--- src/rtl/mips_mc_cpu_pkg.sv ---
// Shared definitions for the multi-cycle MIPS core: opcodes, functs, ALU codes, FSM states.
package mips_mc_cpu_pkg;

  localparam int unsigned XLEN = 32;

  typedef enum logic [2:0] {
    S_FETCH  = 3'd0,
    S_DECODE = 3'd1,
    S_EXEC   = 3'd2,
    S_MEM    = 3'd3,
    S_WB     = 3'd4,
    S_HALT   = 3'd5
  } state_e;

  typedef enum logic [2:0] {
    ALU_AND = 3'b000,
    ALU_OR  = 3'b001,
    ALU_ADD = 3'b010,
    ALU_SUB = 3'b110,
    ALU_SLT = 3'b111
  } alu_op_e;

  localparam logic [5:0] OP_RTYPE = 6'h00;
  localparam logic [5:0] OP_J     = 6'h02;
  localparam logic [5:0] OP_JAL   = 6'h03;
  localparam logic [5:0] OP_BEQ   = 6'h04;
  localparam logic [5:0] OP_BNE   = 6'h05;
  localparam logic [5:0] OP_ADDI  = 6'h08;
  localparam logic [5:0] OP_LW    = 6'h23;
  localparam logic [5:0] OP_SW    = 6'h2b;

  localparam logic [5:0] FN_JR  = 6'h08;
  localparam logic [5:0] FN_ADD = 6'h20;
  localparam logic [5:0] FN_SUB = 6'h22;
  localparam logic [5:0] FN_AND = 6'h24;
  localparam logic [5:0] FN_OR  = 6'h25;
  localparam logic [5:0] FN_SLT = 6'h2a;

  // True for every opcode/funct pair the core can execute.
  function automatic logic is_legal(input logic [5:0] op, input logic [5:0] funct);
    logic legal;
    case (op)
      OP_RTYPE: begin
        case (funct)
          FN_ADD, FN_SUB, FN_AND, FN_OR, FN_SLT, FN_JR: legal = 1'b1;
          default:                                      legal = 1'b0;
        endcase
      end
      OP_J, OP_JAL, OP_BEQ, OP_BNE, OP_ADDI, OP_LW, OP_SW: legal = 1'b1;
      default: legal = 1'b0;
    endcase
    return legal;
  endfunction

  // Branches compare by subtraction; memory ops and addi compute addresses by addition.
  function automatic alu_op_e alu_sel(input logic [5:0] op, input logic [5:0] funct);
    alu_op_e sel;
    sel = ALU_ADD;
    if (op == OP_RTYPE) begin
      case (funct)
        FN_SUB:  sel = ALU_SUB;
        FN_AND:  sel = ALU_AND;
        FN_OR:   sel = ALU_OR;
        FN_SLT:  sel = ALU_SLT;
        default: sel = ALU_ADD;
      endcase
    end else if (op == OP_BEQ || op == OP_BNE) begin
      sel = ALU_SUB;
    end
    return sel;
  endfunction

endpackage

--- src/rtl/mips_mc_cpu_if.sv ---
// Memory, register-file and status bundle between the core (master) and its harness (slave).
interface mips_mc_cpu_if #(
  parameter int unsigned CNT_W = 32
);
  logic [31:0]      pc;
  logic             imem_req;
  logic [31:0]      imem_a;
  logic             imem_ready;
  logic [31:0]      imem_rd;
  logic             dmem_req;
  logic             dmem_we;
  logic [31:0]      dmem_a;
  logic [31:0]      dmem_wd;
  logic             dmem_ready;
  logic [31:0]      dmem_rd;
  logic [4:0]       register_a1;
  logic [4:0]       register_a2;
  logic [4:0]       register_a3;
  logic             register_we3;
  logic [31:0]      register_wd3;
  logic [31:0]      register_rd1;
  logic [31:0]      register_rd2;
  logic [CNT_W-1:0] retired;
  logic             halted;
  logic             bus_error;
  logic             illegal;

  modport master (
    output pc, imem_req, imem_a, dmem_req, dmem_we, dmem_a, dmem_wd,
           register_a1, register_a2, register_a3, register_we3, register_wd3,
           retired, halted, bus_error, illegal,
    input  imem_ready, imem_rd, dmem_ready, dmem_rd, register_rd1, register_rd2
  );

  modport slave (
    input  pc, imem_req, imem_a, dmem_req, dmem_we, dmem_a, dmem_wd,
           register_a1, register_a2, register_a3, register_we3, register_wd3,
           retired, halted, bus_error, illegal,
    output imem_ready, imem_rd, dmem_ready, dmem_rd, register_rd1, register_rd2
  );
endinterface

--- src/rtl/mips_mc_alu.sv ---
// Combinational 32-bit ALU with zero flag; also serves as the PC+4 and branch-target adder.
module mips_mc_alu
  import mips_mc_cpu_pkg::*;
(
  input  logic [XLEN-1:0] a,
  input  logic [XLEN-1:0] b,
  input  alu_op_e         op,
  output logic [XLEN-1:0] y_c,
  output logic            zero_c
);

  always_comb begin
    y_c = '0;
    case (op)
      ALU_AND: y_c = a & b;
      ALU_OR:  y_c = a | b;
      ALU_ADD: y_c = a + b;
      ALU_SUB: y_c = a - b;
      ALU_SLT: y_c = ($signed(a) < $signed(b)) ? XLEN'(1) : XLEN'(0);
      default: y_c = '0;
    endcase
  end

  assign zero_c = (y_c == '0);

endmodule

--- src/rtl/mips_mc_cpu.sv ---
// Multi-cycle MIPS core: FETCH/DECODE/EXEC/MEM/WB sequencer with handshaked memories,
// external register file, retired counter and sticky halt status.
module mips_mc_cpu
  import mips_mc_cpu_pkg::*;
#(
  parameter logic [31:0] RESET_PC = 32'h0000_0000,
  parameter int unsigned TIMEOUT  = 16,
  parameter int unsigned CNT_W    = 32
) (
  input logic           clk,
  input logic           rst_n,
  mips_mc_cpu_if.master bus
);

  localparam int unsigned WAIT_W = $clog2(TIMEOUT + 1);
  localparam logic [WAIT_W-1:0] WAIT_LAST = WAIT_W'(TIMEOUT - 1);

  state_e            state_q, state_d;
  logic [31:0]       pc_q, pc_d, pc_inst_q, pc_inst_d, ir_q, ir_d;
  logic [31:0]       a_q, a_d, b_q, b_d;
  logic [WAIT_W-1:0] wait_q, wait_d;
  logic [CNT_W-1:0]  retired_q, retired_d;
  logic              imem_req_q, imem_req_d, dmem_req_q, dmem_req_d, dmem_we_q, dmem_we_d;
  logic [31:0]       dmem_a_q, dmem_a_d, dmem_wd_q, dmem_wd_d;
  logic              we3_q, we3_d;
  logic [4:0]        a3_q, a3_d;
  logic [31:0]       wd3_q, wd3_d;
  logic              halted_q, halted_d, bus_error_q, bus_error_d, illegal_q, illegal_d;

  logic [5:0]  op, funct;
  logic [4:0]  rt, rd;
  logic [31:0] sext_imm, br_off, alu_b, alu_y, pc4, br_tgt;
  logic        alu_zero, unused_pc4_zero, unused_br_zero;
  alu_op_e     alu_ctl;

  assign op       = ir_q[31:26];
  assign funct    = ir_q[5:0];
  assign rt       = ir_q[20:16];
  assign rd       = ir_q[15:11];
  assign sext_imm = {{16{ir_q[15]}}, ir_q[15:0]};
  assign br_off   = {sext_imm[29:0], 2'b00};
  assign alu_b    = (op == OP_RTYPE || op == OP_BEQ || op == OP_BNE) ? b_q : sext_imm;
  assign alu_ctl  = alu_sel(op, funct);

  mips_mc_alu u_alu (.a(a_q),  .b(alu_b),  .op(alu_ctl), .y_c(alu_y),  .zero_c(alu_zero));
  mips_mc_alu u_pc4 (.a(pc_q), .b(32'd4),  .op(ALU_ADD), .y_c(pc4),    .zero_c(unused_pc4_zero));
  mips_mc_alu u_br  (.a(pc4),  .b(br_off), .op(ALU_ADD), .y_c(br_tgt), .zero_c(unused_br_zero));

  // Next-state and next-output logic; every registered output is computed one edge ahead.
  always_comb begin
    state_d     = state_q;
    pc_d        = pc_q;
    pc_inst_d   = pc_inst_q;
    ir_d        = ir_q;
    a_d         = a_q;
    b_d         = b_q;
    wait_d      = '0;
    retired_d   = retired_q;
    imem_req_d  = imem_req_q;
    dmem_req_d  = dmem_req_q;
    dmem_we_d   = dmem_we_q;
    dmem_a_d    = dmem_a_q;
    dmem_wd_d   = dmem_wd_q;
    we3_d       = 1'b0;
    a3_d        = a3_q;
    wd3_d       = wd3_q;
    halted_d    = halted_q;
    bus_error_d = bus_error_q;
    illegal_d   = illegal_q;

    case (state_q)
      S_FETCH: begin
        // Request is raised one cycle after reset release, then held until accepted.
        if (!imem_req_q) begin
          imem_req_d = 1'b1;
        end else if (bus.imem_ready) begin
          ir_d       = bus.imem_rd;
          pc_inst_d  = pc_q;
          imem_req_d = 1'b0;
          state_d    = S_DECODE;
        end else if (wait_q == WAIT_LAST) begin
          imem_req_d  = 1'b0;
          halted_d    = 1'b1;
          bus_error_d = 1'b1;
          state_d     = S_HALT;
        end else begin
          wait_d = wait_q + WAIT_W'(1);
        end
      end

      S_DECODE: begin
        a_d = bus.register_rd1;
        b_d = bus.register_rd2;
        if (is_legal(op, funct)) begin
          state_d = S_EXEC;
        end else begin
          halted_d  = 1'b1;
          illegal_d = 1'b1;
          state_d   = S_HALT;
        end
      end

      S_EXEC: begin
        case (op)
          OP_BEQ, OP_BNE: begin
            pc_d       = ((op == OP_BEQ) == alu_zero) ? br_tgt : pc4;
            retired_d  = retired_q + CNT_W'(1);
            imem_req_d = 1'b1;
            state_d    = S_FETCH;
          end
          OP_J: begin
            pc_d       = {pc4[31:28], ir_q[25:0], 2'b00};
            retired_d  = retired_q + CNT_W'(1);
            imem_req_d = 1'b1;
            state_d    = S_FETCH;
          end
          OP_JAL: begin
            pc_d    = {pc4[31:28], ir_q[25:0], 2'b00};
            a3_d    = 5'd31;
            wd3_d   = pc4;
            we3_d   = 1'b1;
            state_d = S_WB;
          end
          OP_LW, OP_SW: begin
            pc_d       = pc4;
            dmem_req_d = 1'b1;
            dmem_we_d  = (op == OP_SW);
            dmem_a_d   = alu_y;
            dmem_wd_d  = b_q;
            state_d    = S_MEM;
          end
          OP_RTYPE: begin
            if (funct == FN_JR) begin
              pc_d       = a_q;
              retired_d  = retired_q + CNT_W'(1);
              imem_req_d = 1'b1;
              state_d    = S_FETCH;
            end else begin
              pc_d    = pc4;
              a3_d    = rd;
              wd3_d   = alu_y;
              we3_d   = 1'b1;
              state_d = S_WB;
            end
          end
          default: begin
            pc_d    = pc4;
            a3_d    = rt;
            wd3_d   = alu_y;
            we3_d   = 1'b1;
            state_d = S_WB;
          end
        endcase
      end

      S_MEM: begin
        if (bus.dmem_ready) begin
          dmem_req_d = 1'b0;
          dmem_we_d  = 1'b0;
          if (dmem_we_q) begin
            retired_d  = retired_q + CNT_W'(1);
            imem_req_d = 1'b1;
            state_d    = S_FETCH;
          end else begin
            a3_d    = rt;
            wd3_d   = bus.dmem_rd;
            we3_d   = 1'b1;
            state_d = S_WB;
          end
        end else if (wait_q == WAIT_LAST) begin
          // Abandon the access and point pc back at the faulting load/store.
          pc_d        = pc_inst_q;
          dmem_req_d  = 1'b0;
          dmem_we_d   = 1'b0;
          halted_d    = 1'b1;
          bus_error_d = 1'b1;
          state_d     = S_HALT;
        end else begin
          wait_d = wait_q + WAIT_W'(1);
        end
      end

      S_WB: begin
        retired_d  = retired_q + CNT_W'(1);
        imem_req_d = 1'b1;
        state_d    = S_FETCH;
      end

      default: ;
    endcase
  end

  always_ff @(posedge clk or negedge rst_n) begin
    if (!rst_n) begin
      state_q     <= S_FETCH;
      pc_q        <= RESET_PC;
      pc_inst_q   <= RESET_PC;
      ir_q        <= '0;
      a_q         <= '0;
      b_q         <= '0;
      wait_q      <= '0;
      retired_q   <= '0;
      imem_req_q  <= 1'b0;
      dmem_req_q  <= 1'b0;
      dmem_we_q   <= 1'b0;
      dmem_a_q    <= '0;
      dmem_wd_q   <= '0;
      we3_q       <= 1'b0;
      a3_q        <= '0;
      wd3_q       <= '0;
      halted_q    <= 1'b0;
      bus_error_q <= 1'b0;
      illegal_q   <= 1'b0;
    end else begin
      state_q     <= state_d;
      pc_q        <= pc_d;
      pc_inst_q   <= pc_inst_d;
      ir_q        <= ir_d;
      a_q         <= a_d;
      b_q         <= b_d;
      wait_q      <= wait_d;
      retired_q   <= retired_d;
      imem_req_q  <= imem_req_d;
      dmem_req_q  <= dmem_req_d;
      dmem_we_q   <= dmem_we_d;
      dmem_a_q    <= dmem_a_d;
      dmem_wd_q   <= dmem_wd_d;
      we3_q       <= we3_d;
      a3_q        <= a3_d;
      wd3_q       <= wd3_d;
      halted_q    <= halted_d;
      bus_error_q <= bus_error_d;
      illegal_q   <= illegal_d;
    end
  end

  assign bus.pc           = pc_q;
  assign bus.imem_req     = imem_req_q;
  assign bus.imem_a       = pc_q;
  assign bus.dmem_req     = dmem_req_q;
  assign bus.dmem_we      = dmem_we_q;
  assign bus.dmem_a       = dmem_a_q;
  assign bus.dmem_wd      = dmem_wd_q;
  assign bus.register_a1  = ir_q[25:21];
  assign bus.register_a2  = ir_q[20:16];
  assign bus.register_a3  = a3_q;
  assign bus.register_we3 = we3_q;
  assign bus.register_wd3 = wd3_q;
  assign bus.retired      = retired_q;
  assign bus.halted       = halted_q;
  assign bus.bus_error    = bus_error_q;
  assign bus.illegal      = illegal_q;

endmodule

--- src/flat_wrapper.sv ---
// flat-port wrapper written by rule: the top's interface ports become plain ports
module mips_mc_cpu_flat import mips_mc_cpu_pkg::*;
#(
  parameter logic [31:0] RESET_PC = 32'h0000_0000,
  parameter int unsigned TIMEOUT  = 16,
  parameter int unsigned CNT_W    = 32
)
  (clk, rst_n, bus_pc, bus_imem_req, bus_imem_a, bus_dmem_req, bus_dmem_we, bus_dmem_a, bus_dmem_wd, bus_register_a1, bus_register_a2, bus_register_a3, bus_register_we3, bus_register_wd3, bus_retired, bus_halted, bus_bus_error, bus_illegal, bus_imem_ready, bus_imem_rd, bus_dmem_ready, bus_dmem_rd, bus_register_rd1, bus_register_rd2);
  mips_mc_cpu_if #(.CNT_W(CNT_W)) bus_i ();
  input logic clk;
  input logic rst_n;
  output wire logic [$bits(bus_i.pc)-1:0] bus_pc;
  output wire logic [$bits(bus_i.imem_req)-1:0] bus_imem_req;
  output wire logic [$bits(bus_i.imem_a)-1:0] bus_imem_a;
  output wire logic [$bits(bus_i.dmem_req)-1:0] bus_dmem_req;
  output wire logic [$bits(bus_i.dmem_we)-1:0] bus_dmem_we;
  output wire logic [$bits(bus_i.dmem_a)-1:0] bus_dmem_a;
  output wire logic [$bits(bus_i.dmem_wd)-1:0] bus_dmem_wd;
  output wire logic [$bits(bus_i.register_a1)-1:0] bus_register_a1;
  output wire logic [$bits(bus_i.register_a2)-1:0] bus_register_a2;
  output wire logic [$bits(bus_i.register_a3)-1:0] bus_register_a3;
  output wire logic [$bits(bus_i.register_we3)-1:0] bus_register_we3;
  output wire logic [$bits(bus_i.register_wd3)-1:0] bus_register_wd3;
  output wire logic [$bits(bus_i.retired)-1:0] bus_retired;
  output wire logic [$bits(bus_i.halted)-1:0] bus_halted;
  output wire logic [$bits(bus_i.bus_error)-1:0] bus_bus_error;
  output wire logic [$bits(bus_i.illegal)-1:0] bus_illegal;
  input wire logic [$bits(bus_i.imem_ready)-1:0] bus_imem_ready;
  input wire logic [$bits(bus_i.imem_rd)-1:0] bus_imem_rd;
  input wire logic [$bits(bus_i.dmem_ready)-1:0] bus_dmem_ready;
  input wire logic [$bits(bus_i.dmem_rd)-1:0] bus_dmem_rd;
  input wire logic [$bits(bus_i.register_rd1)-1:0] bus_register_rd1;
  input wire logic [$bits(bus_i.register_rd2)-1:0] bus_register_rd2;
  assign bus_pc = bus_i.pc;
  assign bus_imem_req = bus_i.imem_req;
  assign bus_imem_a = bus_i.imem_a;
  assign bus_dmem_req = bus_i.dmem_req;
  assign bus_dmem_we = bus_i.dmem_we;
  assign bus_dmem_a = bus_i.dmem_a;
  assign bus_dmem_wd = bus_i.dmem_wd;
  assign bus_register_a1 = bus_i.register_a1;
  assign bus_register_a2 = bus_i.register_a2;
  assign bus_register_a3 = bus_i.register_a3;
  assign bus_register_we3 = bus_i.register_we3;
  assign bus_register_wd3 = bus_i.register_wd3;
  assign bus_retired = bus_i.retired;
  assign bus_halted = bus_i.halted;
  assign bus_bus_error = bus_i.bus_error;
  assign bus_illegal = bus_i.illegal;
  assign bus_i.imem_ready = bus_imem_ready;
  assign bus_i.imem_rd = bus_imem_rd;
  assign bus_i.dmem_ready = bus_dmem_ready;
  assign bus_i.dmem_rd = bus_dmem_rd;
  assign bus_i.register_rd1 = bus_register_rd1;
  assign bus_i.register_rd2 = bus_register_rd2;
  mips_mc_cpu #(.RESET_PC(RESET_PC), .TIMEOUT(TIMEOUT), .CNT_W(CNT_W)) u_core (.clk(clk), .rst_n(rst_n), .bus(bus_i));
endmodule
--- config.mk ---
export PLATFORM = sky130hd
export DESIGN_NAME = mips_mc_cpu_flat
export DESIGN_NICKNAME = d
export VERILOG_FILES = /design/src/rtl/mips_mc_cpu_pkg.sv /design/src/rtl/mips_mc_cpu_if.sv /design/src/rtl/mips_mc_alu.sv /design/src/rtl/mips_mc_cpu.sv /design/src/flat_wrapper.sv
export SDC_FILE = /design/constraint.sdc
export NUM_CORES = 1
export LEC_CHECK = 0
export ABC_CLOCK_PERIOD_IN_PS = 8200
export CAP_MARGIN = 20
export CORE_ASPECT_RATIO = 1.25
export CORE_MARGIN = 2
export CORE_UTILIZATION = 45
export DETAILED_ROUTE_END_ITERATION = 6
export GPL_TIMING_DRIVEN = 0
export PLACE_DENSITY_LB_ADDON = 0.15
export SYNTH_ARGS = -nofsm -noshare
export SYNTH_HDL_FRONTEND = slang
export SYNTH_SLANG_ARGS = --single-unit
--- constraint.sdc ---
create_clock -name clk -period 8.2 [get_ports clk]
set_input_delay 1.23 -clock clk [delete_from_list [all_inputs] [get_ports clk]]
set_output_delay 1.23 -clock clk [all_outputs]
set_load 0.02 [all_outputs]
After elaboration in Yosys (flattened, before gate mapping)
Index checks and enable logic that the tools add are counted.
W data, S select, Z words.
{ "totals": {"regBits": 308, "input_bits": 132, "out_inout_bits": 214, "elab_cells": 171} }
{ "classes": {"addsub": 6, "order_cmp": 1, "eq_ne": 37, "muxes": 74, "bitwise": 3, "n_reduce_logical": 31} }
{ "op_table": {"columns": ["cell", "count"], "rows": [
  ["$mux W32", 11],
  ["$pmux W32 S3", 3],
  ["$pmux W32 S2", 3],
  ["$pmux W32 S5", 1],
  ["$add A32 B32 Y32", 2],
  ["$eq A6 B6 Y1 const B", 7],
  ["$mux W5", 7],
  ["$add A32 B1 Y32 const B", 1],
  ["$add A32 B3 Y32 const B", 1],
  ["$and A32 B32 Y32", 1],
  ["$logic_not A32 Y1", 1],
  ["$lt A32 B32 Y1", 1],
  ["$or A32 B32 Y32", 1],
  ["$sub A32 B32 Y32", 1],
  ["$mux W3", 9],
  ["$mux W1", 25],
  ["$pmux W5 S2", 2],
  ["$reduce_and A5 Y1", 4],
  ["$pmux W3 S5", 1],
  ["$pmux W5 S3", 1],
  ["$ne A2 B2 Y1 const B", 7],
  ["$pmux W1 S2", 7],
  ["$eq A6 B2 Y1 const B", 2],
  ["$eq A6 B3 Y1 const B", 2],
  ["other kinds (30)", 51]
]} }

Depth between registers and ports, before layout
Gate-level depths: netlist of the first run.
{ "depth": {"depth_word": 12, "mapped_depth": 26, "ltp_nobuf": 20} }

Modules after synthesis
From an unflattened synthesis of the first run, not the netlist that was laid out.
{ "hier_totals": {"cells_unflattened": 3621, "area_unflattened_um2": 30674.4} }
{ "modules_own_cells": {"columns": ["mod", "instances", "cells_each", "area_per_inst_um2", "seq_area_each_um2"], "rows": [
  ["mips_mc_cpu", 1, 1228, 14795.4, 7707.4],
  ["mips_mc_alu at u_core.u_br", 1, 795, 5338.9, 0.0],
  ["mips_mc_alu at u_core.u_pc4", 1, 797, 5338.9, 0.0],
  ["mips_mc_alu at u_core.u_alu", 1, 801, 5201.2, 0.0]
]} }

Worst setup path before layout of the first run
No wires, ideal clock.
{ "synth_timing": {"path_kind": "register -> register", "from": "register u_core.ir_q[29]", "to": "register u_core.pc_q[6], in the netlist u_core.bus.imem_a[6]", "setup_time_ns": 0.082, "t_arrival_ns": 5.635, "required_time_ns": 8.118, "slack_ns": 2.483, "stages_incl_launch_ff": 22, "n_path_buf": 4, "synth_period_minus_slack_ns": 5.717, "path_cell_list": "dfrtp_1 nor3_1 o211a_1 clkbuf_1 clkbuf_1 mux2_2 ha_1 buf_4 inv_2 a2111oi_2 a21oi_2 o21ai_4 nor4_1 or3_1 xnor2_1 a211o_1 or3_1 o31a_1 buf_2 nor2_4 mux2_1 a31oi_1"} }
{ "synth_via": {"elab_chain_len": 12, "elab_cells_between_ends": 30, "cone_classes": "add/sub (2); order compare (1); eq/ne (9); mux (8); bitwise (2); reduce/logical (8)"} }
{ "synth_rtl": {"columns": ["element", "line", "rtl"], "rows": [
  ["from (decl)", "mips_mc_cpu.sv:19", "logic [31:0] pc_q, pc_d, pc_inst_q, pc_inst_d, ir_q, ir_d;"],
  ["from (signal assigned)", "mips_mc_cpu.sv:218", "ir_q <= ir_d;"],
  ["$eq A6 B3 Y1 or $logic_not A6 Y1 (tied branches)", null, null],
  ["$logic_or A1 B1 Y1 (2 in a row)", "mips_mc_cpu.sv:42", "assign alu_b = (op == OP_RTYPE || op == OP_BEQ || op == OP_BNE) ? b_q : sext_imm;"],
  ["$mux W32", "mips_mc_cpu.sv:42", null],
  ["$lt A32 B32 Y1", "mips_mc_alu.sv:19", "ALU_SLT: y_c = ($signed(a) < $signed(b)) ? XLEN'(1) : XLEN'(0);"],
  ["$mux W1", "mips_mc_alu.sv:19", null],
  ["$pmux W32 S5", "mips_mc_alu.sv:14", "case (op)"],
  ["$logic_not A32 Y1", "mips_mc_alu.sv:24", "assign zero_c = (y_c == '0);"],
  ["$eq A1 B1 Y1", "mips_mc_cpu.sv:106", "pc_d = ((op == OP_BEQ) == alu_zero) ? br_tgt : pc4;"],
  ["$mux W32", "mips_mc_cpu.sv:106", null],
  ["$pmux W32 S3 (*)", "mips_mc_cpu.sv:104", "case (op)"],
  ["$pmux W32 S2 (*)", "mips_mc_cpu.sv:71", "case (state_q)"],
  ["to (signal assigned)", "mips_mc_cpu.sv:216", "pc_q <= pc_d;"],
  ["to (decl)", "mips_mc_cpu.sv:19", null]
]} }
Mark *: on every way between the ends. The rest lies on a longest branch, timed or not.
A chain may end at the register's enable or synchronous reset.

Worst setup path in the final report of the first run
{ "layout_timing": {"from": "register u_core.ir_q[26]", "to": "register u_core.pc_q[10], in the netlist u_core.bus.imem_a[10]"} }
Same word-level chain as after synthesis.

==> flow_summary.ini, run 1 <==
[synthesis]
yosys.area.top_type = dfrtp_1
ys_async_sr_fraction = 1.00
synth_cell_types = 96
synth-edff-count = 0
synth.avg_cell_area_sq_um = 8.84
synthCells = 2533
synthTopCellsByArea = dfrtp_1, ha_1, mux2_2
yosysTopAreaCellShare = 0.344
ys_seq_area_frac = 0.344
syn_area_sq_um = 22400
ys.flop_type = dfrtp_1
syn_nets = 2813
synth-seq-cells = 308
ys.warnings.count = 0

[sta]
layout_setup_ws_ps = 292
skew_ps = 27.8
relSlewSlack = 0.262
rsz0062_at_grt = no
tightest_slew_ps = 1110
fmax_mhz = 126
finalHoldViolations = 0
min_period_ps = 7910
finalMaxSlewViolations = 0
fin_crit_sh = 0.964
setup_viol_count_final = 0
holdWs_ps = 457

[route]
first_pass_iters = 6
routed_wl_mm = 97.0
drc = 0
vias_per_cell = 6.16
route.vias.total = 22200
postRouteAntennaNets = 0
drt-initial-drc-count = 1802
wl_per_cell_microns = 27.0

[worst_setup_path]
r2r-start = u_core.ir_q[26]$_DFFE_PN0P_
path_class = flip-flop to flip-flop
rr_worst_depth = 23
crit_path_max_fanout = 11
critPathRequiredTime_ps = 8670
cp_data_arrival_time_ps = 8380
crit_path_start_kind = flip-flop
end_kind = flip-flop
ff2ff_setup_slack_ps = 290
r2r_end = u_core.bus.imem_a[10]$_DFFE_PN0P_

[clock_network]
root_buffer = clkbuf_16
cts_tree = done
cts_inserted_buffers = 35
clk_latency_ps = 570
htreeDepth = 2
clock-sinks = 308
clock_tree.buffer_depth = 3
cts_setup_buffers = 0
clk_pin_slew_ps = 60
ctsHoldBuffers = 0

[run_status]
outcome = completed

[pwr]
ir_drop_mv = 0.150
powerDensity_nw_per_um2 = 118
p_leak_nw = 12.6
total_power_mw = 3.30

[die]
fp.dieW_microns = 203
start_util = 0.454
core_area_sq_um = 49300
ios = 346
rows = 91
die_y_microns = 253
die_area_sq_um = 51600

[layout]
syn2layout_area_growth_pct = 24.9
n_fill_cell = 4494
nets = 3200
stdcell_count = 3598
fin_util = 0.567
drive_gt1_frac = 0.112

[placed_design]
pre_cts_slack_ps = -269
gp_congestion = 0.964
io_buffers = 345
dpl.hpwl_mm = 77.5
dp.cells = 3535

[min_path]
holdPathEnd = u_core.bus.halted$_DFFE_PN0P_
hold_class = flip-flop to flip-flop
hold_path_depth = 1
min-delay-start = u_core.bus.halted$_DFFE_PN0P_

[grt]
grt_pass1_vias = 22100
grt_max_degree = 116
gr-usage-all-layers = 0.370
grt_pass1_wl_mm = 141
antenna_found_initial = 6
grt.overflow.total = 0

[job]
drv_cap = 0
-- power breakdown --
part	leakage, nW	switching [mW]	internal (mW)
combinational	7.97	0.0433	0.0579
sequential	4.08	0	1.52
clock	0.567	0.681	0.994
-- final cells by class --
cell class	instances	area (sq um)	area share
multi-input cells	1914	13300	0.477
flip-flops and latches	308	7710	0.276
repair buffers	351	3540	0.126
clock buffers	49	980	0.0350
plain buffers	175	878	0.0314
well taps	651	815	0.0291
inverters	135	507	0.0181
clock inverters	11	200	0.00716
diodes	4	10.0	0.000358
-- how the worst max path moves through the flow --
stage | start | endpoint | slack [ps] | cells after the start
floorplan | u_core.ir_q[29]$_DFFE_PN0P_ | u_core.bus.imem_a[6]$_DFFE_PN0P_ | 2480 | 21
global placement | rst_n | u_core.b_q[21]$_DFFE_PN0P_ | -7560 | 1
detailed placement | u_core.ir_q[26]$_DFFE_PN0P_ | u_core.bus.imem_a[26]$_DFFE_PN0P_ | -270 | 23
CTS | u_core.ir_q[29]$_DFFE_PN0P_ | u_core.bus.imem_a[26]$_DFFE_PN0P_ | 50 | 20
global route | u_core.ir_q[29]$_DFFE_PN0P_ | u_core.bus.imem_a[26]$_DFFE_PN0P_ | 40 | 22
finish | u_core.ir_q[26]$_DFFE_PN0P_ | u_core.bus.imem_a[10]$_DFFE_PN0P_ | 290 | 23
-- worst max-delay path: stages, from the launching register on --
cell and delay [ps]:
dfrtp_1 680, inv_1 260, o211a_1 270, clkbuf_1 330, nor2b_1 340, clkbuf_2 320, clkbuf_2 300, a21o_1 150
inv_1 70, ha_1 300, clkbuf_1 420, nand4_1 330, nor4_1 460, o221ai_1 210, a21oi_1 450, nor2_1 160
a31oi_1 220, nand3_1 480, or3_1 590, o31ai_4 520, buf_2 430, nand3_1 140, a21o_1 200, a31oi_1 140
-- repair_timing --
item / 4_1_cts / 5_1_grt
cloned: 0 / 0
gates resized for setup: 5 / 10
endpoints found under the hold margin: 0 / 0
endpoints found under the setup margin: 28 / 30
-- registers in the layout (all words and copies together), names as in the netlist --
name	count
u_core.bus.dmem_a	32
u_core.bus.register_wd3	32
u_core.bus.imem_a	32
u_core.bus.retired	32
u_core.bus.dmem_req	1
u_core.bus.illegal	1
u_core.bus.register_we3	1
u_core.ir_q	32
u_core.bus.dmem_wd	32
u_core.bus.bus_error	1
u_core.bus.register_a3	5
u_core.a_q	32
u_core.bus.imem_req	1
u_core.b_q	32
u_core.wait_q	5
u_core.pc_inst_q	32
u_core.bus.dmem_we	1
u_core.state_q	3
u_core.bus.halted	1
-- cells by family after synthesis --
| family | count (synthesis) | share of synthesized area |
|---|---|---|
| buffers and inverters | 311 | 0.0618 |
| adders and majority gates | 148 | 0.0837 |
| muxes | 191 | 0.0941 |
| xor gates and xnor gates | 107 | 0.0419 |
| and+or+nand+nor | 747 | 0.162 |
| AOI/OAI and AO/OA | 721 | 0.212 |
| DFF | 308 | 0.344 |
-- cell usage after synthesis (all sizes together), types with 72 or more instances --
cell type  instances
o21ai            220
nand3             76
mux2             156
buf               78
nor2             166
dfrtp            308
inv              135
ha               145
xnor2             72
a21oi            146
clkbuf            98
nand2            246
-- per-stage QoR --
step                       TNS, ps  cell area [sq um]
after floorplan                  0              22400
after global placement    -2317980              26700
after detailed placement     -4670              26700
after CTS                        0              27900
after global routing             0              28000
final                            0              28000
-- layer usage --
layer  vias up  wire length (microns)  GRT usage
li1       9893                      -          -
met1     10900                  36000      0.423
met2      1080                  48300      0.652
met3       284                   6240     0.0526
met4         0                   6420      0.226
met5         -                      0   0.000965
-- layout by cell type (no fill, tap or decap), types with 104 or more instances in the layout --
cell type and n:
a21oi_1 144, clkbuf_1 104, clkdlybuf4s50_1 344, dfrtp_1 308, ha_1 145, inv_1 133, mux2_2 155, nand2_1 244
nor2_1 164, o21ai_0 206
Power figures use the tool's default switching activity.
==> run 2, diff against run 1 <==
ABC_CLOCK_PERIOD_IN_PS = 8100   (was 8200)
CORE_UTILIZATION = 40   (was 45)
clock period = 8.1 ns   (was 8.2 ns; I/O delays follow)
==> flow_summary.ini, run 2 (synthesis results as in run 1) <==
[pwr]
powerDensity_nw_per_um2 = 123
p_leak_nw = 12.7
ir_drop_mv = 0.133

[placed_design]
io_buffers = 345
pre_cts_slack_ps = -439
gp_congestion = 0.964
dp.cells = 3621
dpl.hpwl_mm = 80.3

[grt]
grt_pass1_vias = 22000
gr-usage-all-layers = 0.337
grt.overflow.total = 0
grt_pass1_wl_mm = 144
antenna_found_initial = 4
grt_max_degree = 119

[clock_network]
cts_tree = done
clk_pin_slew_ps = 70
root_buffer = clkbuf_16
htreeDepth = 2
clock_tree.buffer_depth = 3
cts_inserted_buffers = 38
ctsHoldBuffers = 0
clock-sinks = 308
clk_latency_ps = 590

[job]
drv_cap = 0

[sta]
relSlewSlack = 0.234
min_period_ps = 7930
fmax_mhz = 126
skew_ps = 31.9
tightest_slew_ps = 1150
rsz0062_at_grt = no
final.setup.tns_ps = 0
fin_crit_sh = 0.979
finalMaxSlewViolations = 0
layout_setup_ws_ps = 171
finalHoldViolations = 0
setup_viol_count_final = 0

[die]
fp.dieW_microns = 216
die_area_sq_um = 57900
start_util = 0.406
die_y_microns = 268
rows = 96
core_area_sq_um = 55100
ios = 346

[layout]
syn2layout_area_growth_pct = 26.3
nets = 3209
stdcell_count = 3695
final_common_cell = clkdlybuf4s50_1
drive_gt1_frac = 0.120
n_fill_cell = 5264
multiInputGateArea_sq_um = 13300
final_cell_mix = clkdlybuf4s50_1, dfrtp_1, nand2_1
regArea_sq_um = 7710

[worst_setup_path]
slowest_stage = o311ai_0
crit_path_max_fanout = 10
ff2ff_setup_slack_ps = 170
cp_data_arrival_time_ps = 8440
crit_path_start_kind = flip-flop
path_class = flip-flop to flip-flop
r2r-start = u_core.ir_q[0]$_DFFE_PN0P_
crit_chain = clkbuf_1 > buf_2 > buf_2 > buf_2 > mux2_2 > ha_1 > nor2_1 > o311ai_0 > a21oi_1 > o21a_1 > a21boi_1 > o221ai_1 > a22oi_1 > nor4bb_1 > nand4_1 > nand4b_4 > clkbuf_1 > a21oi_1 > o21ai_1 > a21oi_1
cp-startpoint = u_core.ir_q[0]$_DFFE_PN0P_
end_kind = flip-flop
critPathRequiredTime_ps = 8610
cpPeakStageDelay_ps = 700
cp-endpoint = u_core.bus.imem_a[29]$_DFFE_PN0P_
r2r_end = u_core.bus.imem_a[29]$_DFFE_PN0P_
rr_worst_depth = 20

[route]
met2_length_mm = 50.3
postRouteAntennaNets = 0
wl_met1_mm = 38.1
wl_met3_mm = 5.71
routed_wl_mm = 100
route.vias.total = 21900
drt-initial-drc-count = 1735
wl_per_cell_microns = 27.1
vias_per_cell = 5.93
top_layer = met5
first_pass_iters = 6
drc = 0

[min_path]
hold_class = flip-flop to flip-flop

[run_status]
outcome = completed
[run 2: changes by cell type in the layout (fill, tap and decap cells not counted), sizes merged]
cell | before | now
diode | 4 | 3
clkbuf | 147 | 145
inv | 136 | 141
clkinv | 3 | 6
bufinv | 5 | 4
buf | 84 | 90
clkinvlp | 2 | 5
[run 2: critical path: cells and delay by family (launching register included)]
kind / cells / cell delay (ps)
buffers and inverters: 5 / 2310
DFF: 1 / 480
AOI/OAI and AO/OA: 9 / 3350
adders and majority gates: 1 / 250
muxes: 1 / 340
and+or+nand+nor: 4 / 1100
[run 2: how the worst min path moves through the flow]
stage,cells past startpoint,startpoint,to
floorplan,1,u_core.wait_q[0]$_DFF_PN0_,u_core.wait_q[0]$_DFF_PN0_
global placement,1,u_core.wait_q[0]$_DFF_PN0_,u_core.wait_q[0]$_DFF_PN0_
detailed placement,1,u_core.bus.halted$_DFFE_PN0P_,u_core.bus.halted$_DFFE_PN0P_
CTS,1,u_core.bus.halted$_DFFE_PN0P_,u_core.bus.halted$_DFFE_PN0P_
global route,1,u_core.bus.halted$_DFFE_PN0P_,u_core.bus.halted$_DFFE_PN0P_
finish,1,u_core.bus.halted$_DFFE_PN0P_,u_core.bus.halted$_DFFE_PN0P_
[run 2: metrics by stage]
| stage | power [mW] | util | hold slack [ps] | cell area [sq um] |
|---|---|---|---|---|
| finish | 3.47 | 0.513 | 451 | 28300 |
| global route | 3.56 | 0.513 | 482 | 28300 |
| CTS | 3.49 | 0.512 | 459 | 28200 |
| detailed placement | 1.67 | 0.487 | 446 | 26900 |
| global placement | 1.67 | 0.485 | 443 | 26800 |
| floorplan | 1.57 | - | 430 | 22400 |
[run 2: final cells by class]
type,instances,area share
clock inverter,21,0.00912
tap,735,0.0325
sequential,308,0.273
antenna,3,0.000266
clock buffer,47,0.0373
timing repair buffer,356,0.127
multi-input combinational,1914,0.472
inverter,135,0.0179
buffer,176,0.0312
[run 2: repair_timing]
item	in CTS	in global routing
gates resized for setup	4	14
setup buffers	3	0
pin swaps	1	0
endpoints found under the setup margin	30	30
cloned	0	0
[run 2: power by group]
| group | switching, mW | internal (mW) |
|---|---|---|
| Sequential | 0 | 1.54 |
| Combinational | 0.0445 | 0.0586 |
| Clock | 0.762 | 1.07 |
[run 2: metal layers]
metal / vias to the layer above / global-route usage
met5: - / 0
met2: 853 / 0.606
met3: 252 / 0.0444
li1: 9911 / -
met4: 2 / 0.185
met1: 10900 / 0.387
==> run 3, diff against run 2 <==
CORE_UTILIZATION = 60   (was 40)
DONT_BUFFER_PORTS = 1   (was not set)
==> flow_summary.ini, run 3 (synthesis results as in run 1) <==
[pwr]
powerDensity_nw_per_um2 = 131
ir_drop_mv = 0.163
p_leak_nw = 11.3
total_power_mw = 3.17

[worst_setup_path]
cp.buffers_inverters = 8
crit_path_max_fanout = 10
crit_path_start_kind = flip-flop
cpPeakStageDelay_ps = 530
critPathRequiredTime_ps = 8610
path_class = flip-flop to flip-flop
cp_data_arrival_time_ps = 8550
slowest_stage = o31ai_4
worst-path-stages = 25
path_delay_family = buffers and inverters
rr_worst_depth = 25
end_kind = flip-flop

[grt]
gr-usage-all-layers = 0.451
grt_pass1_wl_mm = 130
grt_max_degree = 309
grt_pass1_vias = 21200
grt.overflow.total = 0
antenna_found_initial = 11

[route]
postRouteAntennaNets = 0
vias_per_cell = 6.97
drt-initial-drc-count = 2414
wl_per_cell_microns = 29.2
route.vias.total = 21500
routed_wl_mm = 90.1
first_pass_iters = 7
drc = 11

[die]
die_area_sq_um = 38900
rows = 79
die_y_microns = 220
ios = 346
fp.dieW_microns = 177
core_area_sq_um = 37000
start_util = 0.605

[layout]
final_common_cell = dfrtp_1
syn2layout_area_growth_pct = 8.17
final_cell_mix = dfrtp_1, nand2_1, o21ai_0
n_fill_cell = 3064
nets = 2848
drive_gt1_frac = 0.127

[sta]
finalHoldViolations = 0
relSlewSlack = 0.193
rsz0062_at_grt = no
tightest_slew_ps = 1210
skew_ps = 16.5
finalMaxSlewViolations = 0
fmax_mhz = 125
min_period_ps = 8030
holdWs_ps = 312
setup_viol_count_final = 0
fin_crit_sh = 0.992

[clock_network]
clk_latency_ps = 600
cts_tree = done
cts_inserted_buffers = 31
ctsHoldBuffers = 0
htreeDepth = 1
root_buffer = clkbuf_16
clock_tree.buffer_depth = 3
clk_pin_slew_ps = 70
clock-sinks = 308
cts_setup_buffers = 0

[placed_design]
gp_congestion = 1.05
io_buffers = 0
dpl.hpwl_mm = 69.1

[min_path]
hold_class = input pin to asynchronous set/reset pin

[job]
drv_cap = 0

[run_status]
violations = DRC
outcome = finished with violations
-- run 3: changes by cell type in the layout (fill, tap and decap cells not counted), moves of 3 or more --
| cell | delta |
|---|---|
| clkbuf_16 | -7 |
| bufinv_16 | +3 |
| diode_2 | +7 |
| clkdlybuf4s50_1 | -344 |
| clkbuf_8 | -4 |
| buf_2 | -3 |
-- run 3: per-stage QoR --
| stage | utilization | area [sq um] | setup WS [ps] | TNS [ps] | cells |
|---|---|---|---|---|---|
| detailed placement | 0.623 | 23000 | -389 | -7810 | 3021 |
| global route | 0.655 | 24200 | 28.2 | 0 | 3083 |
| CTS | 0.654 | 24200 | 71.3 | 0 | 3078 |
| finish | 0.655 | 24200 | 68.8 | 0 | 3088 |
| floorplan | - | 22400 | 2380 | 0 | 2533 |
| global placement | 0.622 | 23000 | -212 | -3150 | 3019 |
-- run 3: final timing paths --
path                                              from                                end  slack [ps]
min in group clk            u_core.wait_q[0]$_DFF_PN0_         u_core.wait_q[0]$_DFF_PN0_         480
setup reg to reg           u_core.ir_q[26]$_DFFE_PN0P_  u_core.bus.imem_a[16]$_DFFE_PN0P_          70
hold / removal                                   rst_n  u_core.bus.retired[4]$_DFFE_PN0P_         310
setup / recovery           u_core.ir_q[26]$_DFFE_PN0P_  u_core.bus.imem_a[16]$_DFFE_PN0P_          70
max in group asynchronous                        rst_n         u_core.a_q[22]$_DFFE_PN0P_        7300
hold reg to reg             u_core.wait_q[0]$_DFF_PN0_         u_core.wait_q[0]$_DFF_PN0_         480
-- run 3: layout make-up --
cell class / instances / area [sq um] / share of cell area
repair buffers: 2 / 16.3 / 0.000672
clock inverters: 20 / 312 / 0.0129
inverters: 135 / 507 / 0.0209
diodes: 10 / 25.0 / 0.00103
plain buffers: 176 / 882 / 0.0364
well taps: 486 / 608 / 0.0251
flip-flops and latches: 308 / 7710 / 0.318
multi-input cells: 1914 / 13300 / 0.550
clock buffers: 37 / 828 / 0.0342
-- run 3: worst register-to-register path: stages (launching register included) --
cell and delay (ps):
dfrtp_1 390, buf_1 480, inv_1 290, o211a_1 280
clkbuf_1 300, nor2b_1 230, clkbuf_2 410, clkbuf_2 330
a21o_1 160, inv_1 70, ha_1 300, clkbuf_1 470
nand4_1 270, nor4_1 500, o221ai_1 260, a21oi_1 340
nor2_1 150, mux2i_1 200, a21oi_1 90, a211o_1 480
or3_1 490, o31ai_4 530, nand2_2 260, buf_6 240
a211o_1 270, a31oi_1 140
-- run 3: metal layers --
| layer | track usage | share of wire | vias to the layer above |
|---|---|---|---|
| met2 | 0.745 | 0.47 | 1464 |
| met5 | 0 | 0.00017 | - |
| li1 | - | - | 9195 |
| met1 | 0.501 | 0.34 | 10400 |
| met3 | 0.109 | 0.10 | 408 |
| met4 | 0.348 | 0.089 | 4 |
-- run 3: what timing repair did --
action | in CTS | in global routing
resized for setup | 3 | 14
endpoints found under the setup margin | 30 | 30
cloned | 0 | 0
-- run 3: where the power goes --
group,internal [mW],leakage (nW),switching [mW]
logic,0.000922,6.69,0.000227
registers,1.54,4.08,0
clock network,0.959,0.545,0.674
